[config.mk]
export PLATFORM = sky130hd
export DESIGN_NAME = wrr_pop_scheduler
export DESIGN_NICKNAME = d
export VERILOG_FILES = /design/src/rtl/wrr_pop_scheduler.sv
export SDC_FILE = /design/constraint.sdc
export NUM_CORES = 1
export LEC_CHECK = 0
export CORE_MARGIN = 1
export CORE_UTILIZATION = 41
export CTS_BUF_LIST = sky130_fd_sc_hd__clkbuf_8 sky130_fd_sc_hd__clkbuf_16
export DETAILED_ROUTE_END_ITERATION = 16
export PLACE_DENSITY = 0.85
export SYNTH_ARGS = -nofsm -noshare
export SYNTH_HDL_FRONTEND = slang
export SYNTH_SLANG_ARGS = --single-unit
[constraint.sdc]
create_clock -name clk -period 4.6 [get_ports clk]
set_input_delay 0.69 -clock clk [delete_from_list [all_inputs] [get_ports clk]]
set_output_delay 0.69 -clock clk [all_outputs]
set_load 0.005 [all_outputs]
[src/rtl/wrr_pop_scheduler.sv]
// Weighted round-robin pop scheduler: drains a bank of first-word-fall-through FIFOs
// into one registered valid/ready output, granting each queue up to its weight per turn.
module wrr_pop_scheduler #(
   parameter int QUEUE_QUANTITY = 4,
   parameter int DATA_BITS      = 8,
   parameter int MAX_WEIGHT     = 64
) (
   input  logic                                         clk,
   input  logic                                         rst,
   input  logic                                         enb,
   input  logic [QUEUE_QUANTITY*$clog2(MAX_WEIGHT)-1:0] pesos,
   input  logic [QUEUE_QUANTITY-1:0]                    buf_empty,
   input  logic [QUEUE_QUANTITY*DATA_BITS-1:0]          fifo_data,
   output logic [QUEUE_QUANTITY-1:0]                    pop,
   output logic [DATA_BITS-1:0]                         data_out,
   output logic [$clog2(QUEUE_QUANTITY)-1:0]            grant_id,
   output logic                                         valid_out,
   input  logic                                         ready_in
);

   localparam int W       = $clog2(MAX_WEIGHT);
   localparam int ID_BITS = $clog2(QUEUE_QUANTITY);

   typedef enum logic [1:0] {
      DEC_NONE,
      DEC_CONTINUE,
      DEC_NEW_TURN
   } decision_e;

   logic [ID_BITS-1:0]   r_cur;
   logic [W-1:0]         r_credit;
   logic [DATA_BITS-1:0] r_data_out;
   logic [ID_BITS-1:0]   r_grant_id;
   logic                 r_valid_out;

   logic [W-1:0]              w_weight   [QUEUE_QUANTITY];
   logic [DATA_BITS-1:0]      w_word     [QUEUE_QUANTITY];
   logic [QUEUE_QUANTITY-1:0] w_eligible;
   logic                      w_can_issue;
   logic                      w_found;
   logic [ID_BITS-1:0]        w_next_q;
   decision_e                 w_decision;
   logic [ID_BITS-1:0]        w_sel_q;

   always_comb begin
      for (int n = 0; n < QUEUE_QUANTITY; n++) begin
         w_weight[n]   = pesos[n*W +: W];
         w_word[n]     = fifo_data[n*DATA_BITS +: DATA_BITS];
         w_eligible[n] = !buf_empty[n] && (w_weight[n] != '0);
      end
   end

   assign w_can_issue = enb && !rst && (!r_valid_out || ready_in);

   // New-turn search starts just after cur and wraps around, so cur itself is tried last.
   always_comb begin
      // NOTE: every always_comb output gets a default before any branch, otherwise a latch is inferred.
      w_found  = 1'b0;
      w_next_q = r_cur;
      for (int i = 1; i <= QUEUE_QUANTITY; i++) begin
         if (!w_found && w_eligible[ID_BITS'(r_cur + ID_BITS'(i))]) begin
            w_found  = 1'b1;
            w_next_q = ID_BITS'(r_cur + ID_BITS'(i));
         end
      end
   end

   always_comb begin
      w_decision = DEC_NONE;
      w_sel_q    = r_cur;
      if (w_can_issue) begin
         if ((r_credit != '0) && w_eligible[r_cur]) begin
            w_decision = DEC_CONTINUE;
            w_sel_q    = r_cur;
         end else if (w_found) begin
            w_decision = DEC_NEW_TURN;
            w_sel_q    = w_next_q;
         end
      end
   end

   always_comb begin
      pop = '0;
      if (w_decision != DEC_NONE) begin
         pop[w_sel_q] = 1'b1;
      end
   end

   // Weight is captured only when a turn starts; pesos changes mid-turn wait for the next turn.
   always_ff @(posedge clk) begin
      // NOTE: sequential state uses non-blocking assignments so every register samples pre-edge values.
      if (rst) begin
         r_cur       <= ID_BITS'(QUEUE_QUANTITY - 1);
         r_credit    <= '0;
         r_data_out  <= '0;
         r_grant_id  <= '0;
         r_valid_out <= 1'b0;
      end else begin
         case (w_decision)
            DEC_CONTINUE: r_credit <= r_credit - W'(1);
            DEC_NEW_TURN: begin
               r_cur    <= w_next_q;
               r_credit <= w_weight[w_next_q] - W'(1);
            end
            default: ;
         endcase
         if (w_decision != DEC_NONE) begin
            r_data_out  <= w_word[w_sel_q];
            r_grant_id  <= w_sel_q;
            r_valid_out <= 1'b1;
         end else if (w_can_issue) begin
            r_valid_out <= 1'b0;
         end
      end
   end

   assign data_out  = r_data_out;
   assign grant_id  = r_grant_id;
   assign valid_out = r_valid_out;

endmodule

-- After elaboration in Yosys (flattened, before gate mapping)
Index checks and enable logic that the tools add are counted.
- output and inout bits: 15
- logic and storage cells: 85
- bits of input ports: 64
- flip-flop bits (word level): 19
- $lt $le $gt $ge: 8
- add/subtract/negate cells: 5
- muxes and demuxes: 34
- bitwise operators: 2
- equality and inequality tests: 2
- reduce and logical (&&, ||, !) cells: 29
- operator list (cell ; count):
    $reduce_bool A6 Y1 ; 5
    $mux W2 ; 10
    $bmux W8 S2 ; 1
    $mux W8 ; 2
    $lt A2 B3 Y1 const B ; 5
    $bmux W6 S2 ; 1
    $mux W6 ; 2
    $pmux W6 S2 ; 1
    $sub A6 B1 Y6 const B ; 2
    $logic_and A1 B1 Y1 ; 11
    $mux W1 ; 11
    $logic_not A1 Y1 ; 9
    $bmux W1 S2 ; 4
    $ge A3 B3 Y1 const B ; 2
    $not A2 Y3 ; 2
    $reduce_bool A2 Y1 ; 3
    $add A2 B2 Y2 const B ; 2
    $mux W4 ; 1
    $add A2 B1 Y2 const B ; 1
    $demux W1 S2 ; 1
    $eq A2 B1 Y1 const B ; 1
    $eq A2 B2 Y1 const B ; 1
    $ge A2 B1 Y1 const B ; 1
    $logic_or A1 B1 Y1 ; 1

-- Longest topological paths before layout
- depth in word-level cells: 22
- depth in mapped cells: 14
- gate-level depth less buffers: 13

-- Worst setup path before layout
OpenSTA, ideal clock, no wires.
- path kind: input-to-output
- start: input port pesos[18]
- end: output port pop[0]
- data required time: 3910 ps
- arrival time: 2877 ps
- slack: 1033 ps
- stages: 10
- path buffers: 2
- cells stage by stage: nor4_1 > a21oi_1 > mux4_2 > o31ai_1 > and3_1 > buf_2 > mux2i_1 > nor2b_1 > clkbuf_1 > and2_1
- word-level cells in the longest chain between the ends: 22
- elaborated cells between the ends (all ways): 38
- those cells by class: order compare (2); mux (25); reduce/logical (11)
- RTL lines (element ; line ; source):
    from (decl) ; 11 ; input logic [QUEUE_QUANTITY*$clog2(MAX_WEIGHT)-1:0] pesos,
    $reduce_bool A6 Y1 * ; 49 ; w_eligible[n] = !buf_empty[n] && (w_weight[n] != '0);
    $logic_and A1 B1 Y1 * ; 49 ;
    $bmux W1 S2 ; 61 ; if (!w_found && w_eligible[ID_BITS'(r_cur + ID_BITS'(i))]) begin
    $mux W1 (not written as such) ; 61 ;
    $mux W1 ; 61 ;
    $logic_not A1 Y1 ; 61 ;
    $logic_and A1 B1 Y1 ; 61 ;
    $mux W1 ; 61 ;
    [6 not listed] ; -- ;
    $mux W2 ; 75 ; end else if (w_found) begin
    $mux W2 ; 72 ; if ((r_credit != '0) && w_eligible[r_cur]) begin
    $mux W2 ; 71 ; if (w_can_issue) begin
    $lt A2 B3 Y1 (not written as such) or $ge A2 B1 Y1 (tied branches) ; 85 ; pop[w_sel_q] = 1'b1;
    $logic_and A1 B1 Y1 (not written as such) ; 85 ;
    $mux W1 (not written as such) ; 85 ;
    $demux W1 S2 ; 85 ;
    $mux W4 * ; 84 ; if (w_decision != DEC_NONE) begin
    to (decl) ; 14 ; output logic [QUEUE_QUANTITY-1:0] pop,
Every way passes the cells marked *; elsewhere a longest branch is shown, timed or not. The select of a mux whose other input is x is not followed.

-- Worst setup path after layout
- start: input port pesos[6]
- end: output port pop[3]
The elaborated chain is that of the path after synthesis.

==> summary.md <==
| Metric | Value |
|---|---|
| YS warnings | `0` |
| Switch share | `0.393` |
| Internal | `0.658 mW` |
| Total track usage | `0.230` |
| Clk Latency, worst-skew pair | `0.26 ns` |
| Post-Synth XOR/XNOR Area | `0.0110` |
| Slowest CP cell | `clkdlybuf4s50_1` |
| DRT antenna net count | `0` |
| Final Cycle Share | `0.933` |
| Die height | `64.3 µm` |
| Post-CTS sizing | `0` |
| Yosys cell types | `45` |
| Register bit total from synthesis | `19` |
| Number of DRC markers in iteration 0 | `86` |
| Worst setup EP type | `output port` |
| Top Layer Used | `met4` |
| Core area | `0.00369 mm²` |
| Pwr dens | `432 mW/mm²` |
| Largest family of logic cells by synthesized area | `multiplexers` |
| Yosys top cell by area | `dfxtp_1` |
| Netlist Area Pre-Place | `0.00159 mm²` |
| H-tree depth | `1` |
| CTS tree | `yes` |
| Critical path cell sequence | `clkdlybuf4s50_1 -> nor4_1 -> a21oi_1 -> buf_4 -> or4_1 -> and3_1 -> buf_4 -> mux2i_4 -> nor3_1 -> clkdlybuf4s50_1` |
| Worst-path maximum fanout | `8` |
| # DRC | `0` |
| Largest net degree at the start of global routing | `19` |
| Synth Area in Adders | `0.0314` |
| Critical Path RT | `3.91 ns` |
| Logic pwr share | `0.638` |
| Drt wl/cell | `14.6 µm` |
| # port buffers | `78` |
| Avg Cell Area, Syn | `8.74 µm²` |
| RSZ-0062 raised after global routing | `false` |
| Num CTS Buffers | `3` |
| Number of antenna violations at the first check in global routing | `0` |
| # fillers | `310` |
| Row count | `22` |
| Clk_skew | `0.00200 ns` |
| DP Wirelength | `3.71 mm` |
| Die Wd | `64.3 µm` |
| Clock power share | `0.111` |
| Post-synthesis compound-gate area fraction | `0.214` |
| Most area-consuming cells after synthesis | `dfxtp_1 24%, mux2i_1 19%, a221o_1 5.0%, a21oi_1 4.7%, nor2_1 3.8%` |
| Buf+Inv Stages, Crit Path | `4` |
| MaxCap Viol Count | `0` |
| Die Footprint | `0.00414 mm²` |
| Startpoint types | `input port` |
| Initial Util | `0.431` |
| Final wirelength | `4.58 mm` |
| Yosys top cell area share | `0.239` |
| Worst slew pin tran | `0.503 ns` |
| Reg clk slew, reported paths | `0.07 ns` |
| Drt first pass iters | `4` |
| Ports | `79` |
| PnR worst setup slack | `0.307 ns` |
| Peak VDD IR | `0.000266 V` |
| Share of layout cells above drive strength 1 | `0.109` |
| Clock buffer depth | `2` |
| Mux share of post-synthesis cell area | `0.254` |
| Post-Route M1 WL | `2.14 mm` |
| Fin crit period | `4.29 ns` |
| Max Clock Freq | `233 MHz` |
| Sw Pwr | `0.426 mW` |
| Slowest stage delay, CP | `0.55 ns` |
| CP top delay family | `buffers and inverters` |
| Vias | `1680` |
| Synth Instances | `182` |
| Net Count, Synth | `250` |
| First-pass GRT wire length | `7.43 mm` |
| Area growth syn-to-layout | `57.5%` |
| Setup violators final | `0` |
| Root buf cell | `clkbuf_8` |
| Worst EP arrival | `3.60 ns` |
| Congestion Overflow GR | `0` |
| Kind of critical path | `input port to output port` |
| Post CTS Setup Buffer Count | `0` |
| Vias per cell | `5.37` |
| Seq/Total Area, Yosys | `0.239` |
| Leak | `0.952 nW` |
| Worst slack, placed | `0.308 ns` |
| Status | `finished, final reports clean` |
| Final hold violations | `0` |
| Sequential power share | `0.251` |
| Metal3 WL | `152 µm` |
| Slew Limit Fails | `0` |
| Cts hold-fix bufs | `0` |
| Post-Synth Simple-Gate Area | `0.185` |
| Max_slew headroom | `0.658` |
| # diodes | `0` |
| Met2 wire len | `2.24 mm` |
| Min-delay worst type | `register to register` |
| Vias in the first global route | `1557` |
| NumNets Final | `334` |
| Placer Congestion | `0.876` |
| Setup TNS | `0 ns` |
| # clock sinks | `19` |
==> kinds of logic after synthesis <==
| family | count (synthesis) |
|---|---|
| DFF | 19 |
| adders and majority gates | 4 |
| muxes | 35 |
| AOI/OAI and AO/OA | 43 |
| buffers and inverters | 23 |
| xor gates and xnor gates | 2 |
| and+or+nand+nor | 56 |
==> layout by cell type (no fill, tap or decap), types with 2 or more instances in the layout <==
cell,n
clkdlybuf4s50_1,78
mux2i_1,30
dfxtp_1,19
nor2_1,16
a21oi_1,15
inv_1,13
buf_4,11
nand2_1,10
a221o_1,8
nor2b_1,6
nand3_1,5
nand2b_1,4
ha_1,4
clkbuf_8,3
nor4_1,2
a31oi_1,2
a31o_2,2
mux4_2,2
mux2i_4,2
o221a_2,2
or4_1,2
o31ai_1,2
and3_1,2
and2_1,2
nor3_1,2
o221ai_1,2
==> per-stage QoR <==
stage | utilization | cell area [µm²] | std cells | hold WS, ns | total power [mW]
after global routing | 0.680 | 2510 | 313 | 0.525 | 1.16
after detailed placement | 0.667 | 2460 | 309 | 0.483 | 0.957
after global placement | 0.667 | 2460 | 309 | 0.478 | 0.941
after CTS | 0.680 | 2510 | 313 | 0.500 | 1.09
after floorplan | - | 1590 | 182 | 0.454 | 0.714
final | 0.680 | 2510 | 313 | 0.501 | 1.08
==> power by group through the flow <==
stage                     sequential, mW  clock, mW  combinational [mW]
after floorplan                    0.264          0               0.450
after global placement             0.273          0               0.669
after detailed placement           0.273          0               0.684
after CTS                          0.271      0.124               0.692
after global routing               0.281      0.133               0.751
final                              0.272      0.120               0.692
==> layout make-up <==
type / instances / area, µm² / area share
multi-input cells: 140 / 1110 / 0.441
repair buffers: 89 / 863 / 0.344
flip-flops and latches: 19 / 380 / 0.152
well taps: 48 / 60.1 / 0.0240
inverters: 13 / 48.8 / 0.0195
clock buffers: 3 / 41.3 / 0.0165
clock inverters: 1 / 7.51 / 0.00299
==> metal layers <==
layer,vias to the layer above,track usage
met2,43,0.382
met4,0,0.0611
met5,-,0
li1,849,-
met3,4,0.0304
met1,784,0.309
==> synth_stat cells, drive strengths merged <==
master   number
a221o         8
clkbuf        4
a2bb2oi       1
or4b          1
o31ai         2
o211ai        1
ha            4
mux2i        33
and3          2
a41oi         1
a31o          3
nand3b        1
nand3         6
o221ai        2
nand2b        4
nor4          2
mux4          2
nor2         16
nor2b         6
nand4         2
nand2        10
nor3          2
xor2          1
o2111ai       1
dfxtp        19
inv          13
o21ai         1
and2          2
xnor2         1
o2bb2ai       1
or4           2
o221a         3
a211oi        1
a21oi        15
a31oi         2
a22oi         1
buf           6
==> flip-flops by register name (all words and copies together), names as in the netlist <==
signal	cells
r_credit	6
grant_id	2
valid_out	1
data_out	8
r_cur	2
==> path summary, 6_finish.rpt <==
| kind | from | end | slack [ns] | cells past startpoint |
|---|---|---|---|---|
| worst min-delay path | r_credit[3] | r_credit[3] | 0.50 | 2 |
| worst min register to register | r_credit[3] | r_credit[3] | 0.50 | 2 |
| worst max register to register | r_credit[0] | r_credit[5] | 1.40 | 11 |
| worst max-delay path | pesos[6] | pop[3] | 0.31 | 10 |
==> worst register-to-register path: cells and delay by family (launching register included) <==
| family | cells | cell delay [ns] |
|---|---|---|
| flops | 1 | 0.35 |
| buf+inv | 2 | 0.27 |
| simple gates | 5 | 1.53 |
| compound gates | 3 | 0.72 |
| fa+ha+maj | 1 | 0.23 |
Power figures use the tool's default switching activity.
